## src/rtl/ram_sync_param_if.sv

```systemverilog
// Bus bundle for ram_sync_param.
//   in        write data                  (master -> slave)
//   addr      word address                (master -> slave)
//   write     write enable                (master -> slave)
//   read      read enable                 (master -> slave)
//   clear     zero-the-array request      (master -> slave)
//   out       registered read data        (slave -> master)
//   out_valid out holds last cycle's read (slave -> master)
//   busy      clear sweep in progress     (slave -> master)
interface ram_sync_param_if #(
    parameter int WIDTH     = 16,
    parameter int ADDR_BITS = 5
);
    logic [WIDTH-1:0]     in;
    logic [ADDR_BITS-1:0] addr;
    logic                 write;
    logic                 read;
    logic                 clear;
    logic [WIDTH-1:0]     out;
    logic                 out_valid;
    logic                 busy;

    modport master (output in, addr, write, read, clear,
                    input  out, out_valid, busy);
    modport slave  (input  in, addr, write, read, clear,
                    output out, out_valid, busy);
endinterface

```

## src/rtl/ram_sync_param.sv

```systemverilog
// Parametrised single-port synchronous RAM with registered read, read-valid
// strobe and a hardware clear sweep that zeroes every word after reset or on
// request.
//   clk    system clock, rising edge
//   rst_n  asynchronous active-low reset
//   bus    ram_sync_param_if.slave: in/addr/write/read/clear in,
//          out/out_valid/busy out
module ram_sync_param #(
    parameter int WIDTH     = 16,
    parameter int ADDR_BITS = 5
) (
    input  logic              clk,
    input  logic              rst_n,
    ram_sync_param_if.slave   bus
);
    localparam int DEPTH = 1 << ADDR_BITS;

    typedef enum logic {S_CLEAR, S_READY} state_t;

    state_t               state, state_nxt;
    logic [ADDR_BITS-1:0] clr_ptr;
    logic [WIDTH-1:0]     mem [DEPTH];
    logic [WIDTH-1:0]     out_q;
    logic                 vld_q;

    logic                 mem_we;
    logic [ADDR_BITS-1:0] mem_waddr;
    logic [WIDTH-1:0]     mem_wdata;
    logic                 rd_en;

    always_ff @(posedge clk or negedge rst_n) begin
        if (!rst_n) state <= S_CLEAR;
        else        state <= state_nxt;
    end

    // Next state plus the single memory write port. The sweep owns the port
    // while clearing; clear in READY suppresses the user write and read.
    always_comb begin
        state_nxt = state;
        mem_we    = 1'b0;
        mem_waddr = bus.addr;
        mem_wdata = bus.in;
        rd_en     = 1'b0;
        case (state)
            S_CLEAR: begin
                mem_we    = 1'b1;
                mem_waddr = clr_ptr;
                mem_wdata = '0;
                if (clr_ptr == '1) state_nxt = S_READY;
            end
            S_READY: begin
                if (bus.clear) begin
                    state_nxt = S_CLEAR;
                end else begin
                    mem_we = bus.write;
                    rd_en  = bus.read;
                end
            end
            default: state_nxt = S_CLEAR;
        endcase
    end

    // Array has no reset; the sweep provides the zero contents.
    always_ff @(posedge clk) begin
        if (mem_we) mem[mem_waddr] <= mem_wdata;
    end

    // Read data is sampled before the same-edge write lands: read-first.
    always_ff @(posedge clk or negedge rst_n) begin
        if (!rst_n) begin
            clr_ptr <= '0;
            out_q   <= '0;
            vld_q   <= 1'b0;
        end else begin
            vld_q <= 1'b0;
            if (state == S_CLEAR) begin
                // Wraps back to 0 on the last word, ready for the next sweep.
                clr_ptr <= clr_ptr + ADDR_BITS'(1);
            end else if (bus.clear) begin
                clr_ptr <= '0;
                out_q   <= '0;
            end else if (rd_en) begin
                out_q <= mem[bus.addr];
                vld_q <= 1'b1;
            end
        end
    end

    assign bus.out       = out_q;
    assign bus.out_valid = vld_q;
    assign bus.busy      = (state == S_CLEAR);
endmodule

```

## src/flat_wrapper.sv

```systemverilog
// flat-port wrapper written by rule: the top's interface ports become plain ports
module ram_sync_param_flat 
#(
    parameter int WIDTH     = 16,
    parameter int ADDR_BITS = 5
)
  (clk, rst_n, bus_in, bus_addr, bus_write, bus_read, bus_clear, bus_out, bus_out_valid, bus_busy);
  ram_sync_param_if #(.WIDTH(WIDTH), .ADDR_BITS(ADDR_BITS)) bus_i ();
  input  logic clk;
  input  logic rst_n;
  input wire logic [$bits(bus_i.in)-1:0] bus_in;
  input wire logic [$bits(bus_i.addr)-1:0] bus_addr;
  input wire logic [$bits(bus_i.write)-1:0] bus_write;
  input wire logic [$bits(bus_i.read)-1:0] bus_read;
  input wire logic [$bits(bus_i.clear)-1:0] bus_clear;
  output wire logic [$bits(bus_i.out)-1:0] bus_out;
  output wire logic [$bits(bus_i.out_valid)-1:0] bus_out_valid;
  output wire logic [$bits(bus_i.busy)-1:0] bus_busy;
  assign bus_i.in = bus_in;
  assign bus_i.addr = bus_addr;
  assign bus_i.write = bus_write;
  assign bus_i.read = bus_read;
  assign bus_i.clear = bus_clear;
  assign bus_out = bus_i.out;
  assign bus_out_valid = bus_i.out_valid;
  assign bus_busy = bus_i.busy;
  ram_sync_param #(.WIDTH(WIDTH), .ADDR_BITS(ADDR_BITS)) u_core (.clk(clk), .rst_n(rst_n), .bus(bus_i));
endmodule
```

## config.mk

```make
export PLATFORM = sky130hd
export DESIGN_NAME = ram_sync_param_flat
export DESIGN_NICKNAME = d
export VERILOG_FILES = /design/src/rtl/ram_sync_param_if.sv /design/src/rtl/ram_sync_param.sv /design/src/flat_wrapper.sv
export SDC_FILE = /design/constraint.sdc
export NUM_CORES = 1
export LEC_CHECK = 0
export BUFFER_PORTS_ARGS = -buffer_cell sky130_fd_sc_hd__buf_2
export CAP_MARGIN = 10
export CORE_ASPECT_RATIO = 0.5
export CORE_MARGIN = 2
export CORE_UTILIZATION = 56
export DETAILED_ROUTE_END_ITERATION = 12
export HOLD_SLACK_MARGIN = 0.02
export PLACE_DENSITY = 0.75
export SETUP_SLACK_MARGIN = 0.4
export SLEW_MARGIN = 40
export SYNTH_ARGS = -nofsm -noshare
export SYNTH_HDL_FRONTEND = slang
export SYNTH_SLANG_ARGS = --single-unit
```

## constraint.sdc

```tcl
create_clock -name clk -period 2.2 [get_ports clk]
set_input_delay 0.22 -clock clk [delete_from_list [all_inputs] [get_ports clk]]
set_output_delay 0.22 -clock clk [all_outputs]
set_load 0.05 [all_outputs]
```

; ---- Yosys cells after proc, flatten, opt, wreduce, memory -nomap -nowiden
; Memories as Yosys holds them, arrays and structs flattened.
; Cells that the tools add are included.
[word_totals]
elab_cells = 29
n_memories = 1
register_bits = 23
mem_bits_rw = 512
[classes]
n_bitwise = 1
reduce_logical = 2
mux = 18
addsub = 1
n_eq_ne = 2
[memory_table]
columns = memory, depth, width, rd, rd_ports_with_merged_regs, write_ports, line
row1 = u_core.mem, 32, 16, 1, 0, 1, ram_sync_param.sv:22  ; logic [WIDTH-1:0] mem [DEPTH];
[op_table]
columns = cell, count
row1 = 2-to-1 mux 16 bit, 3
row2 = 2-to-1 mux 5 bit, 3
row3 = 2-to-1 mux 1 bit, 10
row4 = "adder 5 x 1 -> 5 bit, second input constant", 1
row5 = "equality test 5 bit, second input constant", 1
row6 = one-hot mux 1 bit (2 select lines), 2
row7 = "!= test 2 bit, second input constant", 1
row8 = AND reduction 2 bit, 1
row9 = nonzero test 2 bit, 1
row10 = inverter 1 bit, 1

; ---- Logic depth before layout (Yosys ltp)
; Gate-level depths: netlist (run 1).
[logic_depth]
ltp_word = 5
ltp_mapped = 9
mapped_depth_nobuf = 5

; ---- Worst setup path before layout (run 1)
; OpenSTA, ideal clock, no wires.
[synth_path]
kind = reg2reg
startpoint = reg u_core.state
endpoint = mem u_core.mem[16][0], enable pin
synth_period_minus_slack_ns = 2.689
setup_time_ns = 0.388
path_stages_with_launch = 8
arrival_ns = 2.300
n_path_buf = 2
slack_ns = -0.489
t_required_ns = 1.812
cell_sequence = dfrtp_1 -> clkbuf_1 -> inv_1 -> clkbuf_1 -> nand3_1 -> o21ai_0 -> nand2_1 -> nor2_1
[synth_via]
elab_chain_len = 4
elab_cells_between_ends = 5
classes_between = 4 x mux / 1 x bitwise
[synth_rtl]
columns = element, line
row1 = from (decl), ram_sync_param.sv:20  ; state_t state, state_nxt;
row2 = from (signal assigned), ram_sync_param.sv:33  ; else state <= state_nxt;
row3 = inverter 1 bit, --
row4 = named net bus_busy, flat_wrapper.sv:18  ; output wire logic [$bits(bus_i.busy)-1:0] bus_busy;
row5 = one-hot mux 1 bit (2 select lines), ram_sync_param.sv:44  ; case (state)
row6 = 2-to-1 mux 1 bit, ram_sync_param.sv:65  ; if (mem_we) mem[mem_waddr] <= mem_wdata;
row7 = 2-to-1 mux 1 bit (not written as such), ram_sync_param.sv:65
row8 = to (decl), ram_sync_param.sv:22
; The timed path passes the listed nets, and every way through them passes these cells.

; ---- Worst setup path after layout (run 1)
[layout_path]
startpoint = reg u_core.state
endpoint = mem u_core.mem[31][7], enable pin
[layout_via]
elab_chain_len = 4
elab_cells_between_ends = 5
classes_between = 4 x mux / 1 x bitwise
[layout_rtl]
columns = element, line
row1 = inverter 1 bit, --
row2 = one-hot mux 1 bit (2 select lines), ram_sync_param.sv:44
row3 = 2-to-1 mux 1 bit, ram_sync_param.sv:65
row4 = 2-to-1 mux 1 bit (not written as such), ram_sync_param.sv:65
; Parallel ways exist; a longest one is shown, timed or not.

==> implementation parameters, run 1 <==
Parameter                              Value

Run status
  Result of the run    completed

Detailed routing
  Count of nets left with antenna violations after detail routing    0
  Average detailed-routed wire length per instance    28.5 µm
  DRC marker count from the first detailed-route iteration    1490
  Average via count per standard cell    6.38
  Number of detailed-route iterations in the first pass    7
  Number of design rule violations left after detail routing    0
  Total via count after detailed routing    11400
  Final Routed Wirelength    50800 µm

Global routing
  Global-route wire length before repair    73500 µm
  Overall overflow remaining after global route    0
  Number of antenna violations at the first check in global routing    3
  Total global routing track utilization    25.9%
  Via count of the first global-routing pass    11200
  Largest net degree at the start of global routing    34

Critical path
  CP max stage delay    0.51 ns
  Cell with the largest stage delay on the worst path    sky130_fd_sc_hd__dfrtp_2
  Nature of the critical path startpoint    register
  Largest delay share family, worst path    buffers and inverters
  Critical path type    register to register
  Total buffers and inverters traversed by the critical path    3
  Capturing element type of the critical path    register
  Critical path peak fanout    16
  Chain of cells forming the critical path    clkinvlp_4 -> buf_4 -> o21ai_4 -> nand2_4 -> nor2_4 -> buf_12
  Worst path required time    2.46 ns
  Arr. time, crit path    2.19 ns

Clocking
  Worst-skew pair later-pin latency    0.57 ns
  CTS root buffer    sky130_fd_sc_hd__clkbuf_16
  Clock slew seen by the registers of the worst setup and hold paths    0.06 ns
  Clock sinks    535
  Max clock buf depth    3
  CTS tree    built
  Level count of the clock H-tree    2
  Clock buffer count from CTS    45

Timing
  Maximum operating frequency    520 MHz
  Setup WS post-layout    0.277 ns
  Minimum clock period after layout    1.92 ns
  Slew at the pin closest to its max-slew limit    0.743 ns
  RSZ-0062 raised after global routing    yes
  Post-route clock period utilization    87.4%
  Worst max-slew margin expressed relative to the limit    50.4%
  Number of endpoints with negative hold slack in the final report    0
  # setup viols final    0
  Max Slew Vio Count    0
  Worst clock skew    0.0196 ns

Layout
  Commonest cells after routing, fill and taps aside    512 x sky130_fd_sc_hd__edfxtp_1, 96 x sky130_fd_sc_hd__mux2i_1, 76 x sky130_fd_sc_hd__buf_4
  Layout cells sized above 1    35.0%
  Final net count    1284
  Finished Layout Cells    1785
  Count of fill cells added during filler insertion    2166
  Post-synthesis to final-layout area growth    21.0%
  Leading cell type in the layout, fill and taps excluded    sky130_fd_sc_hd__edfxtp_1

Place
  Dpl hpwl    29800 µm
  Quantity of I/O buffers inserted on ports    43
  GPL Wtd Cong    0.886
  Post-placement setup slack    -0.222 ns
  Placed cell count    1676

Logic synthesis
  Count of flip-flops with a built-in enable after synthesis    512
  Gate Count Post-Synth    1092
  Basic-gate share of the synthesized area counting and, or, nand and nor cells    2.55%
  Sequential element share of the synthesized area    75.7%
  Xor and xnor fraction of the mapped netlist area    0.0831%
  Nets in the synthesized netlist    1120
  Combinational family with the most area after synthesis    multiplexers
  Compound-cell area share of the yosys netlist    5.53%
  Yosys warnings    0
  Mean Syn Cell Area    19.3 µm²
  Fraction of synthesized area in multiplexers    14.2%
  Count of distinct cell types in the synthesized netlist    37
  Total standard cell area after synthesis    21100 µm²
  Register bit count reported by yosys    535
  Leading register cell type out of synthesis    sky130_fd_sc_hd__edfxtp_1
  Synthesized-area fraction occupied by adder cells    0.119%
  Synth async-reset ratio    4.30%

Power
  Power per Cell Area    1050 nW/µm²
  Leakage    8.82 nW
  Maximum vdd ir drop    0.574 mV

Die
  Die boundary height    141 µm
  Count of boundary I/O pins    44
  Rows    50
  Initial standard-cell utilization of the core    56.6%
  Overall die area    39300 µm²
  Core region area    37200 µm²
  Floorplan die width    278 µm

Worst hold path
  Worst min-delay path class    input pin to register

Job
  Max-cap check violation count    0
==> synthesized netlist by cell type (12+ instances only) <==
cell / instances / share of area (%)
sky130_fd_sc_hd__a21oi_1: 48 / 1.1
sky130_fd_sc_hd__mux2_2: 50 / 2.7
sky130_fd_sc_hd__nor2_1: 34 / 0.61
sky130_fd_sc_hd__mux4_2: 64 / 6.8
sky130_fd_sc_hd__edfxtp_1: 512 / 73
sky130_fd_sc_hd__dfrtp_1: 23 / 2.7
sky130_fd_sc_hd__a211oi_1: 16 / 0.57
sky130_fd_sc_hd__and2_1: 17 / 0.50
sky130_fd_sc_hd__a22oi_1: 32 / 1.1
sky130_fd_sc_hd__mux2i_1: 98 / 4.7
sky130_fd_sc_hd__nand2_1: 37 / 0.66
sky130_fd_sc_hd__buf_6: 12 / 0.64
sky130_fd_sc_hd__o22ai_1: 19 / 0.56
sky130_fd_sc_hd__clkbuf_1: 34 / 0.61
sky130_fd_sc_hd__nor2b_1: 18 / 0.53
==> per-stage QoR <==
step / power (mW) / TNS (ns) / util [%] / hold slack (ns) / instance area, µm²
3_3_place_gp: 18.3 / -0.827 / 62.8 / 0.247 / 23400
3_5_place_dp: 18.5 / -1.17 / 62.8 / 0.234 / 23400
4_1_cts: 26.7 / 0 / 67.9 / 0.113 / 25300
6_report: 26.9 / 0 / 68.5 / 0.115 / 25500
5_1_grt: 27.6 / 0 / 68.5 / 0.113 / 25500
2_1_floorplan: 16.4 / 0 / - / -0.0756 / 21500
==> worst register-to-register path: cells and delay by family (launching register included) <==
kind                   cells  cell delay, ns
flip-flops                 1            0.51
buffers and inverters      3            0.62
AO/OA/AOI/OAI              1            0.20
AND/OR/NAND/NOR            2            0.29
==> repair_timing <==
action / 4_1_cts / 5_1_grt
resized for setup: 42 / 27
gates cloned: 4 / 3
endpoints found under the hold margin: 26 / 0
hold buffers: 2 / 0
pin swaps: 9 / 13
buffers inserted: 16 / 2
endpoints found under the setup margin: 529 / 671
==> cell families (layout without fill, tap and decap cells) <==
kind of cell	after synthesis	in the layout
AO/OA/AOI/OAI	157	157
flip-flops	535	535
multiplexers	212	212
XOR/XNOR	2	2
buffers and inverters	69	267
adder cells (fa/ha/maj)	2	2
AND/OR/NAND/NOR	115	115
other	0	1
==> registers in the layout (all words and copies together) (netlist names) <==
| name | count |
|---|---|
| u_core.mem | 512 |
| u_core.clr_ptr | 5 |
| u_core.state | 1 |
| u_core.bus.out_valid | 1 |
| u_core.bus.out | 16 |
==> area by class of cell <==
class / count / area (µm²) / area share (%)
diodes: 1 / 2.50 / 0.00981
clock buffers: 56 / 1210 / 4.74
clock inverters: 25 / 191 / 0.750
inverters: 3 / 15.0 / 0.0589
multi-input cells: 488 / 5470 / 21.4
flip-flops and latches: 535 / 16000 / 62.5
well taps: 494 / 618 / 2.42
repair buffers: 182 / 2050 / 8.03
repair inverters: 1 / 5.00 / 0.0196
==> layer usage <==
metal	part of all wire [%]	GRT usage, %
met1	43	38.7
met2	47	40.3
met3	8.0	4.69
met4	2.3	6.63
met5	0	0
==> power breakdown <==
part / switching, mW / internal (mW)
logic: 3.58 / 2.26
clock network: 3.48 / 4.25
registers: 0.487 / 12.8
==> path summary, 6_finish.rpt <==
check                              startpoint              endpoint  slack (ns)  depth (start not counted)
min                                  bus_read  u_core.bus.out_valid        0.11                          4
min in group asynchronous               rst_n     u_core.bus.out[0]        0.19                          2
max reg2reg                      u_core.state     u_core.mem[31][7]        0.28                          6
max in group asynchronous               rst_n          u_core.state        1.59                          2
min reg2reg                u_core.bus.out[11]    u_core.bus.out[11]        0.49                          2
max                              u_core.state     u_core.mem[31][7]        0.28                          6
Note: power is estimated with default switching activity, not from simulation.
==> run 2, diff against run 1 <==
Settings changed: CORE_ASPECT_RATIO 0.5 to not set, SETUP_SLACK_MARGIN 0.4 to not set.
==> implementation parameters, run 2 (synthesized netlist as in run 1, its figures left out) <==
Parameter                              Value

Job
  Max-cap check violation count    0

Die
  Core region area    37400 µm²
  Floorplan die width    198 µm
  Overall die area    39200 µm²
  Initial standard-cell utilization of the core    56.4%
  Count of boundary I/O pins    44
  Die boundary height    198 µm
  Rows    71

Detailed routing
  DRC marker count from the first detailed-route iteration    1239
  Average via count per standard cell    6.13
  Number of design rule violations left after detail routing    0
  Count of nets left with antenna violations after detail routing    0
  Final Routed Wirelength    48500 µm
  Total via count after detailed routing    11000
  Average detailed-routed wire length per instance    27.1 µm
  Number of detailed-route iterations in the first pass    5

Global routing
  Global-route wire length before repair    71500 µm
  Overall overflow remaining after global route    0
  Met3 global-route usage    3.73%
  Largest net degree at the start of global routing    49
  Via count of the first global-routing pass    11000
  GR Util met2    41.0%
  Peak-usage layer in the global routing report    met2
  GR met1 Demand/Resource    35.6%
  Total global routing track utilization    25.4%
  Number of antenna violations at the first check in global routing    1

Clocking
  Number of buffers added for setup after CTS    0
  Post_cts resized    0
  Clock sinks    535
  CTS tree    built
  Clock buffer count from CTS    50
  CTS root buffer    sky130_fd_sc_hd__clkbuf_16
  Level count of the clock H-tree    2
  Clock slew seen by the registers of the worst setup and hold paths    0.06 ns
  Worst-skew pair later-pin latency    0.57 ns
  Max clock buf depth    3

Power
  Leakage    8.55 nW
  Maximum vdd ir drop    0.658 mV
  Power per Cell Area    1050 nW/µm²

Run status
  Result of the run    completed

Layout
  Layout cells sized above 1    31.4%
  Final net count    1272
  Commonest cells after routing, fill and taps aside    512 x sky130_fd_sc_hd__edfxtp_1, 98 x sky130_fd_sc_hd__mux2i_1, 77 x sky130_fd_sc_hd__buf_4
  Post-synthesis to final-layout area growth    17.2%
  Max FFs per register    512
  Most flops, register    u_core.mem
  Leading cell type in the layout, fill and taps excluded    sky130_fd_sc_hd__edfxtp_1
  Finished Layout Cells    1793
  Post-route cell area    24700 µm²

Timing
  Worst clock skew    0.0132 ns
  # setup viols final    0
  Setup WS post-layout    0.119 ns
  RSZ-0062 raised after global routing    no
  Slew at the pin closest to its max-slew limit    0.710 ns
  Minimum clock period after layout    2.08 ns
  Max Slew Vio Count    0
  Post-route clock period utilization    94.6%
  Number of endpoints with negative hold slack in the final report    0
  Worst max-slew margin expressed relative to the limit    52.7%
  Setup total negative slack    0 ns
  Maximum operating frequency    481 MHz

Critical path
  Worst path required time    2.47 ns
  Capturing element type of the critical path    register
  Critical path type    register to register
  Chain of cells forming the critical path    buf_4 -> inv_1 -> o2bb2ai_1 -> nand2_1 -> nor2_2 -> buf_12
  Cell with the largest stage delay on the worst path    sky130_fd_sc_hd__dfrtp_1
  Critical path peak fanout    16
  CP max stage delay    0.43 ns
  Nature of the critical path startpoint    register
  Arr. time, crit path    2.35 ns

Worst hold path
  Worst min-delay path class    input pin to asynchronous set/reset pin

Place
  Placed cell count    1701
  Placed cell areas    23100 µm²
  GPL Wtd Cong    0.856
  Quantity of I/O buffers inserted on ports    43
  Post-placement setup slack    -0.161 ns
  Dpl hpwl    28700 µm
[run 2: cell types whose count changed in the layout (fill, tap and decap cells not counted), moves of 8 or more]
| cell | delta |
|---|---|
| sky130_fd_sc_hd__o41ai_1 | +8 |
| sky130_fd_sc_hd__nand2_4 | -9 |
| sky130_fd_sc_hd__nand2_1 | +13 |
| sky130_fd_sc_hd__nor2_2 | +30 |
| sky130_fd_sc_hd__nor2_4 | -31 |
| sky130_fd_sc_hd__a221oi_1 | +9 |
[run 2: path summary, 6_finish.rpt]
path | from | to | slack (ns) | cells after the start
max | u_core.state | u_core.mem[1][2] | 0.12 | 6
min | rst_n | u_core.bus.out[14] | 0.21 | 2
max reg2reg | u_core.state | u_core.mem[1][2] | 0.12 | 6
min reg2reg | u_core.bus.out[6] | u_core.bus.out[6] | 0.49 | 2
max in group asynchronous | rst_n | u_core.bus.out[7] | 1.57 | 2
min in group clk | bus_read | u_core.bus.out_valid | 0.21 | 4
[run 2: layout make-up]
cell class	count	area, µm²
clock inverter	33	256
antenna	1	2.50
inverter	3	11.3
tap	511	639
sequential	535	16000
timing repair buffer	166	1720
fill	2387	12700
clock buffer	56	1290
multi-input combinational	488	4840
[run 2: per-stage QoR]
step / hold WS [ns] / total power, mW / utilization, %
finish: 0.208 / 26.0 / 66.1
global route: 0.222 / 26.9 / 66.1
CTS: 0.190 / 26.2 / 66.1
detailed placement: 0.259 / 18.0 / 61.9
global placement: 0.260 / 17.8 / 61.8
floorplan: -0.0756 / 15.9 / -
[run 2: repair_timing]
action / CTS / global route
endpoints found under the setup margin: 0 / 0
hold endpoints to repair: 26 / 0
hold buffers: 2 / 0
[run 2: per-layer routing]
layer	up-vias	wire length, µm
met4	0	1890
met1	5724	19700
met5	-	0
li1	4736	-
met2	435	23600
met3	89	3220
[run 2: critical path: cells and delay by family, from the launching register on]
kind | cells | cell delay, ns
compound gates | 1 | 0.17
flops | 1 | 0.43
buf+inv | 3 | 0.59
simple gates | 2 | 0.60
[run 2: where the power goes]
group	internal, mW	total [mW]	switching (mW)
logic	1.64	4.57	2.92
registers	12.8	13.2	0.436
clock network	4.68	8.24	3.56
total	19.1	26.0	6.92
